### src/rtl/uart_pkg.sv
// Shared UART definitions: receive FSM state encoding and baud/oversample constants.
package uart_pkg;

    localparam int unsigned DEFAULT_CLK_HZ = 12_000_000;
    localparam int unsigned DEFAULT_BAUD   = 9600;
    localparam int unsigned OVERSAMPLE     = 16;
    localparam int unsigned MID_TICK       = 8;

    typedef enum logic [1:0] {
        ST_IDLE  = 2'd0,
        ST_START = 2'd1,
        ST_DATA  = 2'd2,
        ST_STOP  = 2'd3
    } rx_state_t;

    // Clocks per oversample tick, truncated.
    function automatic int unsigned baud_div(input int unsigned clk_hz, input int unsigned baud);
        return clk_hz / (baud * OVERSAMPLE);
    endfunction

endpackage

### src/rtl/uart_rx_fifo.sv
// Received-byte FIFO: power-of-two depth, extra pointer MSB distinguishes full from empty.
module uart_rx_fifo
#(
    parameter int unsigned DEPTH = 4
) (
    input  logic       clk,
    input  logic       rst_n,
    input  logic       push,
    input  logic [7:0] din,
    input  logic       pop,
    output logic [7:0] dout,
    output logic       full,
    output logic       empty
);

    localparam int unsigned AW = $clog2(DEPTH);

    logic [AW:0] r_wr_ptr;
    logic [AW:0] r_rd_ptr;
    logic [7:0]  r_mem [DEPTH];
    logic        w_push_ok;
    logic        w_pop_ok;

    assign empty = (r_wr_ptr == r_rd_ptr);
    assign full  = (r_wr_ptr[AW] != r_rd_ptr[AW]) &&
                   (r_wr_ptr[AW-1:0] == r_rd_ptr[AW-1:0]);

    // A pop in the same cycle frees the slot, so a push into a full FIFO still succeeds.
    assign w_pop_ok  = pop & ~empty;
    assign w_push_ok = push & (~full | w_pop_ok);

    assign dout = r_mem[r_rd_ptr[AW-1:0]];

    always_ff @(posedge clk or negedge rst_n) begin
        if (!rst_n) begin
            r_wr_ptr <= '0;
            r_rd_ptr <= '0;
            for (int unsigned i = 0; i < DEPTH; i++) begin
                r_mem[i] <= '0;
            end
        end else begin
            if (w_push_ok) begin
                r_mem[r_wr_ptr[AW-1:0]] <= din;
                r_wr_ptr                <= r_wr_ptr + (AW+1)'(1);
            end
            if (w_pop_ok) begin
                r_rd_ptr <= r_rd_ptr + (AW+1)'(1);
            end
        end
    end

endmodule

### src/rtl/uart_rx_8n1.sv
// 8N1 UART receiver with 16x oversampling, mid-bit sampling and a small output FIFO.
module uart_rx_8n1
    import uart_pkg::*;
#(
    parameter int unsigned CLK_HZ     = DEFAULT_CLK_HZ,
    parameter int unsigned BAUD       = DEFAULT_BAUD,
    parameter int unsigned FIFO_DEPTH = 4
) (
    input  logic       clk,
    input  logic       rst_n,
    input  logic       rx,
    output logic [7:0] rx_data,
    output logic       rx_valid,
    input  logic       rx_ready,
    output logic       rx_busy,
    output logic       frame_err,
    output logic       overrun
);

    localparam int unsigned   DIV       = baud_div(CLK_HZ, BAUD);
    localparam int unsigned   DW        = (DIV > 1) ? $clog2(DIV) : 1;
    localparam logic [DW-1:0] DIV_LAST  = DW'(DIV - 1);
    localparam logic [3:0]    TICK_MID  = 4'(MID_TICK - 1);
    localparam logic [3:0]    TICK_LAST = 4'(OVERSAMPLE - 1);

    logic [1:0]    r_sync;
    logic [1:0]    r_settle;
    logic          r_rx_prev;
    logic          w_rx;
    logic          w_fall;

    rx_state_t     r_state;
    rx_state_t     w_state_nxt;

    logic [DW-1:0] r_div_cnt;
    logic [3:0]    r_tick_cnt;
    logic [2:0]    r_bit_cnt;
    logic [7:0]    r_shift;
    logic          r_frame_err;
    logic          r_overrun;

    logic          w_tick;
    logic          w_enter_start;
    logic          w_sample;
    logic          w_shift_en;
    logic          w_push;
    logic          w_bad_stop;
    logic          w_pop;
    logic          w_full;
    logic          w_empty;

    always_ff @(posedge clk or negedge rst_n) begin
        if (!rst_n) begin
            r_sync <= 2'b11;
        end else begin
            r_sync <= {r_sync[0], rx};
        end
    end

    assign w_rx = r_sync[1];

    // Edge history is held low until the synchronizer carries real line data, so a
    // line that is already low when reset releases never looks like a falling edge.
    always_ff @(posedge clk or negedge rst_n) begin
        if (!rst_n) begin
            r_settle  <= '0;
            r_rx_prev <= 1'b0;
        end else begin
            if (r_settle != 2'd2) begin
                r_settle <= r_settle + 2'd1;
            end
            r_rx_prev <= (r_settle == 2'd2) & w_rx;
        end
    end

    assign w_fall = r_rx_prev & ~w_rx;
    assign w_tick = (r_state != ST_IDLE) && (r_div_cnt == DIV_LAST);

    always_ff @(posedge clk or negedge rst_n) begin
        if (!rst_n) begin
            r_state <= ST_IDLE;
        end else begin
            r_state <= w_state_nxt;
        end
    end

    always_comb begin
        w_state_nxt   = r_state;
        w_enter_start = 1'b0;
        w_sample      = 1'b0;
        w_shift_en    = 1'b0;
        w_push        = 1'b0;
        w_bad_stop    = 1'b0;
        case (r_state)
            ST_IDLE: begin
                if (w_fall) begin
                    w_state_nxt   = ST_START;
                    w_enter_start = 1'b1;
                end
            end
            ST_START: begin
                if (w_tick && (r_tick_cnt == TICK_MID)) begin
                    w_sample    = 1'b1;
                    w_state_nxt = w_rx ? ST_IDLE : ST_DATA;
                end
            end
            ST_DATA: begin
                if (w_tick && (r_tick_cnt == TICK_LAST)) begin
                    w_sample   = 1'b1;
                    w_shift_en = 1'b1;
                    if (r_bit_cnt == 3'd7) begin
                        w_state_nxt = ST_STOP;
                    end
                end
            end
            ST_STOP: begin
                if (w_tick && (r_tick_cnt == TICK_LAST)) begin
                    w_sample    = 1'b1;
                    w_state_nxt = ST_IDLE;
                    w_push      = w_rx;
                    w_bad_stop  = ~w_rx;
                end
            end
            default: w_state_nxt = ST_IDLE;
        endcase
    end

    // Tick counter restarts after each sample, so the next sample lands one full bit later.
    always_ff @(posedge clk or negedge rst_n) begin
        if (!rst_n) begin
            r_div_cnt  <= '0;
            r_tick_cnt <= '0;
            r_bit_cnt  <= '0;
            r_shift    <= '0;
        end else if (w_enter_start) begin
            r_div_cnt  <= '0;
            r_tick_cnt <= '0;
            r_bit_cnt  <= '0;
        end else if (r_state != ST_IDLE) begin
            r_div_cnt <= w_tick ? '0 : r_div_cnt + DW'(1);
            if (w_tick) begin
                r_tick_cnt <= w_sample ? 4'd0 : r_tick_cnt + 4'd1;
            end
            if (w_shift_en) begin
                r_shift   <= {w_rx, r_shift[7:1]};
                r_bit_cnt <= r_bit_cnt + 3'd1;
            end
        end
    end

    assign rx_valid = ~w_empty;
    assign w_pop    = rx_valid & rx_ready;

    always_ff @(posedge clk or negedge rst_n) begin
        if (!rst_n) begin
            r_frame_err <= 1'b0;
            r_overrun   <= 1'b0;
        end else begin
            r_frame_err <= w_bad_stop;
            r_overrun   <= w_push & w_full & ~w_pop;
        end
    end

    uart_rx_fifo #(
        .DEPTH (FIFO_DEPTH)
    ) u_fifo (
        .clk   (clk),
        .rst_n (rst_n),
        .push  (w_push),
        .din   (r_shift),
        .pop   (w_pop),
        .dout  (rx_data),
        .full  (w_full),
        .empty (w_empty)
    );

    assign rx_busy   = (r_state != ST_IDLE);
    assign frame_err = r_frame_err;
    assign overrun   = r_overrun;

endmodule

### config.mk
export PLATFORM = sky130hd
export DESIGN_NAME = uart_rx_8n1
export DESIGN_NICKNAME = d
export VERILOG_FILES = /design/src/rtl/uart_pkg.sv /design/src/rtl/uart_rx_fifo.sv /design/src/rtl/uart_rx_8n1.sv
export SDC_FILE = /design/constraint.sdc
export NUM_CORES = 1
export LEC_CHECK = 0
export BUFFER_PORTS_ARGS = -buffer_cell sky130_fd_sc_hd__buf_2
export CAP_MARGIN = 20
export CELL_PAD_IN_SITES_DETAIL_PLACEMENT = 2
export CELL_PAD_IN_SITES_GLOBAL_PLACEMENT = 2
export CORE_AREA = 2 2 120 122
export CTS_CLUSTER_DIAMETER = 120
export DETAILED_ROUTE_END_ITERATION = 16
export DIE_AREA = 0 0 122 124
export PLACE_DENSITY_LB_ADDON = 0.1
export SYNTH_ARGS = -nofsm -noshare
export SYNTH_HDL_FRONTEND = slang
export SYNTH_SLANG_ARGS = --single-unit
### constraint.sdc
create_clock -name clk -period 3.55 [get_ports clk]
set_input_delay 0.71 -clock clk [delete_from_list [all_inputs] [get_ports clk]]
set_output_delay 0.71 -clock clk [all_outputs]
set_load 0.01 [all_outputs]
==> results of run 1 <==
-- critical path, cell delays in order, from the launching register on --
cell     delay [ns]
dfrtp_1        0.81
mux4_2         0.61
buf_2          0.16
-- cells in the final DEF (no fill, tap or decap), types with 4 or more instances in the layout --
| cell | netlist | final |
|---|---|---|
| nor2_1 | 5 | 5 |
| or4_4 | 4 | 4 |
| clkbuf_16 | 0 | 9 |
| nand2_1 | 21 | 21 |
| dfrtp_1 | 67 | 67 |
| nand3_1 | 5 | 5 |
| mux2_2 | 11 | 11 |
| mux4_2 | 8 | 8 |
| mux2_4 | 32 | 32 |
| inv_1 | 5 | 5 |
| o21ai_0 | 10 | 10 |
| xnor2_1 | 9 | 9 |
| buf_2 | 2 | 15 |
| ha_1 | 11 | 11 |
| nor2b_1 | 4 | 4 |
| clkinv_4 | 0 | 4 |
-- worst min path at each step --
| stage | start | endpoint | slack, ns | depth (start not counted) |
|---|---|---|---|---|
| final | r_sync[0] | r_sync[1] | 0.36 | 0 |
| after CTS | r_sync[0] | r_sync[1] | 0.36 | 0 |
| after global routing | r_sync[0] | r_sync[1] | 0.36 | 0 |
| after detailed placement | r_sync[0] | r_sync[1] | 0.35 | 0 |
| after global placement | r_sync[0] | r_sync[1] | 0.35 | 0 |
| after floorplan | r_sync[0] | r_sync[1] | 0.35 | 0 |
-- routing by layer --
| layer | vias to the layer above | GRT usage |
|---|---|---|
| met5 | - | 0 |
| met1 | 1031 | 0.132 |
| met2 | 21 | 0.192 |
| met4 | 0 | 0.0453 |
| met3 | 9 | 0.0412 |
| li1 | 905 | - |
-- state kept, by name, indices dropped and copies added, names as in the netlist, 2 cells and up, named ones only --
| signal | cells |
|---|---|
| u_fifo.r_mem | 32 |
| r_div_cnt | 7 |
| r_bit_cnt | 3 |
| r_shift | 8 |
| u_fifo.r_wr_ptr | 3 |
| r_tick_cnt | 4 |
| u_fifo.r_rd_ptr | 3 |
| r_settle | 2 |
| r_sync | 2 |
-- per-stage QoR --
step,worst slack (ns),hold WS (ns),utilization
after global placement,1.16,0.348,0.263
after detailed placement,1.13,0.349,0.263
after CTS,0.846,0.357,0.286
final,0.917,0.356,0.286
after global routing,0.782,0.364,0.286
after floorplan,1.35,0.345,-
-- cells by family (layout without fill, tap and decap cells) --
group | Yosys count | count (layout)
compound gates | 24 | 24
xor+xnor | 10 | 10
fa+ha+maj | 11 | 11
buf+inv | 17 | 38
flops | 69 | 69
mux | 52 | 52
simple gates | 61 | 61
-- cells in the mapped netlist, drive strengths merged --
cell type   n  area, um^2
nand2      21        78.8
a22o        1        8.76
clkbuf      3        11.3
o22ai       1        6.26
mux2i       1        10.0
nor2b       4        25.0
mux4        8         180
xnor2       9        78.8
ha         11         138
a21oi       3        15.0
nand4bb     1        27.5
o211ai      1        7.51
mux2       43         604
and2        4        26.3
o22a        2        17.5
nand3       5        25.0
o32a        1        10.0
a211oi      1        7.51
a221o       1        10.0
or2         3        18.8
inv         5        18.8
o21ai      10        50.1
nand3b      1        7.51
or4b        1        10.0
and4bb      1        12.5
nor3b       3        22.5
and3        1        6.26
nand2b      1        6.26
nor3        2        10.0
buf         9        81.3
dfstp       2        52.6
dfrtp      67        1680
or4         4        45.0
nor4        1        6.26
or3b        1        8.76
nor2        5        18.8
or3         1        7.51
nand4       1        6.26
a31oi       2        12.5
a21o        1        7.51
xor2        1        8.76
-- final cells by class --
class                   instances  area [um^2]  share of cell area
repair buffers                 17         90.1              0.0230
well taps                     180          225              0.0574
multi-input cells             158         1550               0.395
clock inverters                 6         72.6              0.0185
flip-flops and latches         69         1730               0.441
inverters                       5         18.8             0.00478
clock buffers                  10          239              0.0609
-- power by group --
group / total, mW / switching [mW] / leakage [nW] / internal (mW)
clock network: 0.938 / 0.370 / 0.149 / 0.568
registers: 0.980 / 0.130 / 0.921 / 0.850
logic: 0.288 / 0.128 / 0.778 / 0.160
==> flow_summary.json, run 1 <==
{
  "result_of_the_run": "complete, no violations",
  "synthesis.nets": 259,
  "yosys_register_bits": 69,
  "number_of_vias_after_detailed_routing": 1966,
  "cts_max_level": 3,
  "clock-root-buffer": "clkbuf_16",
  "floorplan.die.width_um": 122,
  "final_area_mm2": 0.00392,
  "filler_cell_count": 1466,
  "synth.area.mux_share": 0.235,
  "placed_cells_incl_taps": 429,
  "global_route_wire_length_before_repair_mm": 12.5,
  "highest_layer": "met4",
  "post_cts_resize_count": 0,
  "cts.sinks": 69,
  "cts_hold_repair.buffers": 0,
  "detailedRoute.firstPassIterationCount": 3,
  "clk_path_buf_depth": 2,
  "finish.net_count": 275,
  "simple_gate_share_of_the_synthesized_area": 0.109,
  "dieArea_mm2": 0.0151,
  "synth-compound-area-share": 0.0451,
  "initial_util": 0.247,
  "buffer_count_from_post_cts_setup_fixing": 0,
  "clkTransAtPathRegs_ns": 0.06,
  "route.detailed.vias_per_inst": 4.42,
  "leakage_nw": 1.85,
  "first_global_vias": 2220,
  "grt_start_max_net_pins": 70,
  "worst-r2r-cell-count": 4,
  "slew_viol_final": 0,
  "synth.distinct_cells": 46,
  "largest_family_of_logic_cells_by_synthesized_area": "multiplexers",
  "worst_clock_skew_ns": 0.00802,
  "number_of_antenna_violations_at_the_first_check_in_global_routing": 0,
  "yosysSeqAreaShare": 0.511,
  "synthesized_area_fraction_occupied_by_adder_cells": 0.0407,
  "wl_met2_mm": 3.78,
  "post-route-min-period_ns": 2.63,
  "crit_path_end": "rx_data[7]",
  "tightestPinTransition_ns": 0.926,
  "groute.usage.overall": 0.114,
  "area.growth.synth_to_final_pct": 16.0,
  "wl_met1_mm": 3.45,
  "fraction_of_final_layout_cells_sized_beyond_drive_strength_1": 0.374,
  "fmax_mhz": 380,
  "r2r-start": "u_fifo.r_rd_ptr[0]",
  "core_mm2": 0.0137,
  "fp.dieH_um": 124,
  "cp_max_fo": 11,
  "route.detailed.wl_per_inst_um": 17.1,
  "syn_area_per_cell_um2": 13.9,
  "finalHoldViolCount": 0,
  "fin_total_pwr_mw": 2.21,
  "maxCapViolCount": 0,
  "startpoint": "u_fifo.r_rd_ptr[0]",
  "drt.antenna.violating_nets": 0,
  "ioPinCount": 16,
  "drt_iter0_markers": 43,
  "post_layout_nonfiller_instances": 445,
  "detail_route.wirelength_mm": 7.61,
  "buffer_ports.inserted": 15,
  "end_of_the_worst_register_to_register_path": "u_fifo.r_mem[7]",
  "timing.critical_path.arrival_ns": 1.92,
  "setup_viol": 0,
  "yosys_warnings": 0,
  "final_period_utilization": 0.742,
  "gp_congestion": 0.668,
  "synth_area_mm2": 0.00338,
  "gr-total-overflow": 0,
  "grt_setup_unrepaired": "false",
  "final.setup.tns_ns": 0,
  "critical_path_capture_point_type": "primary output",
  "critPathLaunchType": "flop",
  "met3WireLength_um": 242,
  "dpl.hpwl_mm": 4.84,
  "number_of_buffers_created_by_cts": 9,
  "post_synth_xor_area_fraction": 0.0259,
  "post-route-drc-count": 0,
  "power.density_mw_per_mm2": 562,
  "required_ns": 2.84,
  "tritoncts": "done",
  "worstSkewPairLatency_ns": 0.34,
  "regToRegSetupSlack_ns": 1.16,
  "number_of_inserted_diodes": 0,
  "hold_class": "reg2reg",
  "timing.slew.headroom": 0.383,
  "peakVddDrop_v": 0.000292,
  "type_of_the_setup_path_with_the_least_slack": "reg2out",
  "syn_inst": 244,
  "rows": 43,
  "placed_cell_area_mm2": 0.00361
}
Power figures use the tool's default switching activity.
==> run 2: changes to the inputs <==
clock period = 2.4 ns   (was 3.55 ns; I/O delays follow)
==> flow_summary.json, run 2 (synthesis gave the netlist of run 1 again) <==
{
  "max_reg_flops": 32,
  "number_of_inserted_diodes": 0,
  "worstPathBufferInverterCount": 1,
  "fmax_mhz": 441,
  "cp_max_fo": 8,
  "timing.critical_path.arrival_ns": 2.48,
  "gp_congestion": 0.692,
  "post-route-min-period_ns": 2.27,
  "route.detailed.vias_per_inst": 4.43,
  "power.switching_fraction": 0.273,
  "placed_cells_incl_taps": 438,
  "dieArea_mm2": 0.0151,
  "critical_path.cell_chain": "inv_1 > ha_1 > nand4bb_4 > or2_1 > or4_4 > mux2_4",
  "route.detailed.wl_per_inst_um": 17.0,
  "core_mm2": 0.0137,
  "tightestPinTransition_ns": 0.439,
  "hold_class": "in2async",
  "number_of_buffers_created_by_cts": 9,
  "type_of_the_setup_path_with_the_least_slack": "reg2reg",
  "clkTransAtPathRegs_ns": 0.06,
  "area.growth.synth_to_final_pct": 18.4,
  "dpl_worst_slack_ns": 0.0914,
  "critical_path_s_largest_stage_delay_ns": 0.68,
  "p_switching_uw": 912,
  "power.share.combinational": 0.168,
  "peakVddDrop_v": 0.000294,
  "power_report.internal_total_mw": 2.43,
  "result_of_the_run": "complete, no violations",
  "regToRegSetupSlack_ns": 0.13,
  "drt.antenna.violating_nets": 0,
  "post_layout_nonfiller_instances": 453,
  "fraction_of_final_layout_cells_sized_beyond_drive_strength_1": 0.392,
  "layout.core_utilization": 0.292,
  "dpl.hpwl_mm": 5.23,
  "mostFrequentLayoutCells": "67 x dfrtp_1, 32 x mux2_4, 21 x nand2_1",
  "tritoncts": "done",
  "final.setup.tns_ns": 0,
  "cts.sinks": 69,
  "grt_setup_unrepaired": "false",
  "detailedRoute.firstPassIterationCount": 3,
  "timing.slew.headroom": 0.706,
  "buffer_count_from_post_cts_setup_fixing": 0,
  "final_area_mm2": 0.00401,
  "critical_path_capture_point_type": "flop",
  "drt_iter0_markers": 46,
  "placed_cell_area_mm2": 0.00369,
  "final_period_utilization": 0.944,
  "power.density_mw_per_mm2": 834,
  "initial_util": 0.247,
  "fp.dieH_um": 124,
  "buffer_ports.inserted": 15,
  "slew_viol_final": 0,
  "detail_route.wirelength_mm": 7.72,
  "worst_clock_skew_ns": 0.00814,
  "end_of_the_worst_register_to_register_path": "u_fifo.r_mem[8]",
  "crit_path_top_delay_cell": "or4_4",
  "floorplan.die.width_um": 122,
  "rows": 43,
  "setup_viol": 0,
  "critPathLaunchType": "flop",
  "groute.usage.overall": 0.120,
  "leakage_nw": 1.89,
  "worst_path_dominant_cell_family": "simple AND/OR/NAND/NOR gates",
  "post-route-drc-count": 0,
  "fin_ws_ns": 0.135,
  "grt_start_max_net_pins": 47,
  "share_clk_of_total_power": 0.425,
  "clk_path_buf_depth": 2,
  "final_common_cell": "dfrtp_1",
  "worst-r2r-cell-count": 6,
  "worstSkewPairLatency_ns": 0.34,
  "ioPinCount": 16,
  "finalHoldViolCount": 0,
  "clock-root-buffer": "clkbuf_16",
  "share_seq_of_total_power": 0.406,
  "r2r-start": "r_div_cnt[1]",
  "finish.net_count": 284,
  "largestRegisters": "u_fifo.r_mem: 32 flops, r_shift: 8 flops, r_div_cnt: 7 flops",
  "maxCapViolCount": 0,
  "regMostFlops": "u_fifo.r_mem",
  "required_ns": 2.62,
  "number_of_vias_after_detailed_routing": 2008,
  "number_of_antenna_violations_at_the_first_check_in_global_routing": 0,
  "cts_max_level": 3,
  "global_route_wire_length_before_repair_mm": 13.3,
  "first_global_vias": 2349,
  "gr-total-overflow": 0
}
run 2: worst max-delay path by stage:
stage                            start                to  slack [ns]  cells past startpoint
after floorplan           r_div_cnt[1]   u_fifo.r_mem[0]        0.20                      8
after global placement    r_div_cnt[1]   u_fifo.r_mem[4]        0.13                      6
after detailed placement  r_div_cnt[1]   u_fifo.r_mem[5]        0.09                      6
after CTS                 r_div_cnt[1]   u_fifo.r_mem[4]        0.08                      6
after global routing      r_div_cnt[1]  u_fifo.r_mem[15]       0.002                      6
final                     r_div_cnt[1]   u_fifo.r_mem[8]        0.13                      6
run 2: layer usage:
metal / GRT usage / wire [um]
met1: 0.140 / 3380
met2: 0.203 / 4010
met3: 0.0426 / 227
met4: 0.0409 / 108
met5: 0 / 0
run 2: what timing repair did:
action	4_1_cts	5_1_grt
hold buffers	0	0
resized for setup	0	0
setup endpoints to repair	0	21
run 2: through the flow:
step	hold WS, ns	total power, mW
final	0.128	3.34
after global routing	0.142	3.55
after CTS	0.131	3.44
after global placement	0.350	1.95
after detailed placement	0.347	1.97
after floorplan	0.184	1.76
run 2: power groups by stage:
stage | clock network (mW) | logic [mW] | registers, mW
after floorplan | 0 | 0.413 | 1.35
after global placement | 0 | 0.570 | 1.38
after detailed placement | 0 | 0.582 | 1.38
after CTS | 1.49 | 0.583 | 1.36
after global routing | 1.53 | 0.641 | 1.38
final | 1.42 | 0.562 | 1.36
run 2: cell type report:
type | count | area [um^2]
clock inverters | 6 | 88.8
clock buffers | 9 | 225
well taps | 180 | 225
fillers | 1448 | 9710
inverters | 5 | 18.8
multi-input cells | 158 | 1550
repair buffers | 26 | 170
flip-flops and latches | 69 | 1730
==> run 3: changes to the inputs <==
CORE_AREA = 2 2 102 104   (was 2 2 120 122)
DIE_AREA = 0 0 104 106   (was 0 0 122 124)
clock period = 2.3 ns   (was 2.4 ns; I/O delays follow)
==> flow_summary.json, run 3 (synthesis gave the netlist of run 1 again) <==
{
  "finish.net_count": 287,
  "post_layout_nonfiller_instances": 413,
  "fin_total_pwr_mw": 2.90,
  "worst_clock_skew_ns": 0.0112,
  "required_ns": 1.84,
  "route.detailed.wl_per_inst_um": 16.9,
  "final_period_utilization": 0.935,
  "number_of_buffers_created_by_cts": 9,
  "route.detailed.vias_per_inst": 4.92,
  "number_of_inserted_diodes": 0,
  "initial_util": 0.338,
  "largestRegisters": "u_fifo.r_mem: 32 flops, r_shift: 8 flops, r_div_cnt: 7 flops",
  "max_reg_flops": 32,
  "clk_path_buf_depth": 2,
  "drt_iter0_markers": 25,
  "tightestPinTransition_ns": 0.381,
  "buffer_count_from_post_cts_setup_fixing": 0,
  "detailedRoute.firstPassIterationCount": 5,
  "maxCapViolCount": 0,
  "fp.dieH_um": 106,
  "slew_viol_final": 0,
  "grt_start_max_net_pins": 70,
  "critical_path_capture_point_type": "primary output",
  "clock-root-buffer": "clkbuf_8",
  "setup_viol": 0,
  "rows": 37,
  "ioPinCount": 16,
  "post-route-min-period_ns": 2.15,
  "dpl.hpwl_mm": 4.72,
  "buffer_ports.inserted": 15,
  "fraction_of_final_layout_cells_sized_beyond_drive_strength_1": 0.390,
  "grt_setup_unrepaired": "false",
  "worstSkewPairLatency_ns": 0.35,
  "hold_ws_ns": 0.121,
  "result_of_the_run": "complete, no violations",
  "final_common_cell": "dfrtp_1",
  "first_global_vias": 2342,
  "timing.critical_path.arrival_ns": 1.69,
  "tritoncts": "done",
  "number_of_vias_after_detailed_routing": 2033,
  "regMostFlops": "u_fifo.r_mem",
  "core_mm2": 0.0100,
  "post_cts_resize_count": 0,
  "floorplan.die.width_um": 104,
  "critPathLaunchType": "flop",
  "type_of_the_setup_path_with_the_least_slack": "reg2out",
  "mostFrequentLayoutCells": "67 x dfrtp_1, 32 x mux2_4, 21 x nand2_1",
  "hold_class": "in2async",
  "global_route_wire_length_before_repair_mm": 12.1,
  "cts_max_level": 3,
  "final.setup.tns_ns": 0,
  "area.growth.synth_to_final_pct": 13.0,
  "filler_cell_count": 1037,
  "timing.slew.headroom": 0.746,
  "post-route-drc-count": 0,
  "placed_cell_area_mm2": 0.00366,
  "gp_congestion": 0.751,
  "cp_max_fo": 10,
  "detail_route.wirelength_mm": 7.00,
  "drt.antenna.violating_nets": 0,
  "leakage_nw": 1.85,
  "power.density_mw_per_mm2": 758,
  "dieArea_mm2": 0.0110,
  "peakVddDrop_v": 0.000315,
  "gr-total-overflow": 0,
  "cts_hold_repair.buffers": 0,
  "fmax_mhz": 465,
  "clkTransAtPathRegs_ns": 0.08,
  "groute.usage.overall": 0.144,
  "placed_cells_incl_taps": 397,
  "final_area_mm2": 0.00382,
  "number_of_antenna_violations_at_the_first_check_in_global_routing": 0,
  "cts.sinks": 69,
  "finalHoldViolCount": 0
}
==> run 3: changes by cell type in the layout (fill, tap and decap cells not counted), moves of 3 or more <==
cell       before  now
clkbuf_8        0   10
clkbuf_16       9    0
buf_4          10   13
clkbuf_1        0    3
==> run 3: metrics by stage <==
step / utilization / setup WS, ns
after floorplan: - / 0.0981
after global placement: 0.366 / 0.0877
after detailed placement: 0.366 / 0.0497
after CTS: 0.382 / 0.00404
after global routing: 0.382 / 0.0319
final: 0.382 / 0.149
==> run 3: worst paths after layout <==
check / start / to / slack [ns] / depth (start not counted)
worst min register to register: r_sync[0] / r_sync[1] / 0.36 / 0
worst max-delay path: u_fifo.r_rd_ptr[0] / rx_data[7] / 0.15 / 3
worst max register to register: r_div_cnt[1] / u_fifo.r_mem[6] / 0.16 / 6
max in group asynchronous: rst_n / r_sync[0] / 1.84 / 2
min in group clk: rx / r_sync[0] / 0.21 / 1
worst min-delay path: rst_n / u_fifo.r_wr_ptr[2] / 0.12 / 2
==> run 3: area by class of cell <==
cell class	count	area, um^2	share of cell area
timing repair buffer	29	193	0.0504
clock buffer	13	149	0.0390
sequential	69	1730	0.452
multi-input combinational	158	1550	0.405
inverter	5	18.8	0.00491
clock inverter	3	15.0	0.00393
tap	136	170	0.0445
==> run 3: critical path: stages, from the launching register on <==
cell     delay (ns)
dfrtp_1        0.38
buf_4          0.26
mux4_2         0.54
buf_2          0.16
==> run 3: power breakdown <==
| part | switching (mW) | internal (mW) |
|---|---|---|
| clock network | 0.446 | 0.417 |
| logic | 0.316 | 0.311 |
| registers | 0.0938 | 1.31 |
| total | 0.857 | 2.04 |
==> run 3: per-layer routing <==
metal  up-vias  GRT usage  share of wire
li1        924          -              -
met1      1075      0.165           0.42
met2        21      0.252           0.53
met3        13     0.0423          0.030
met4         0     0.0589          0.021
met5         -          0              0
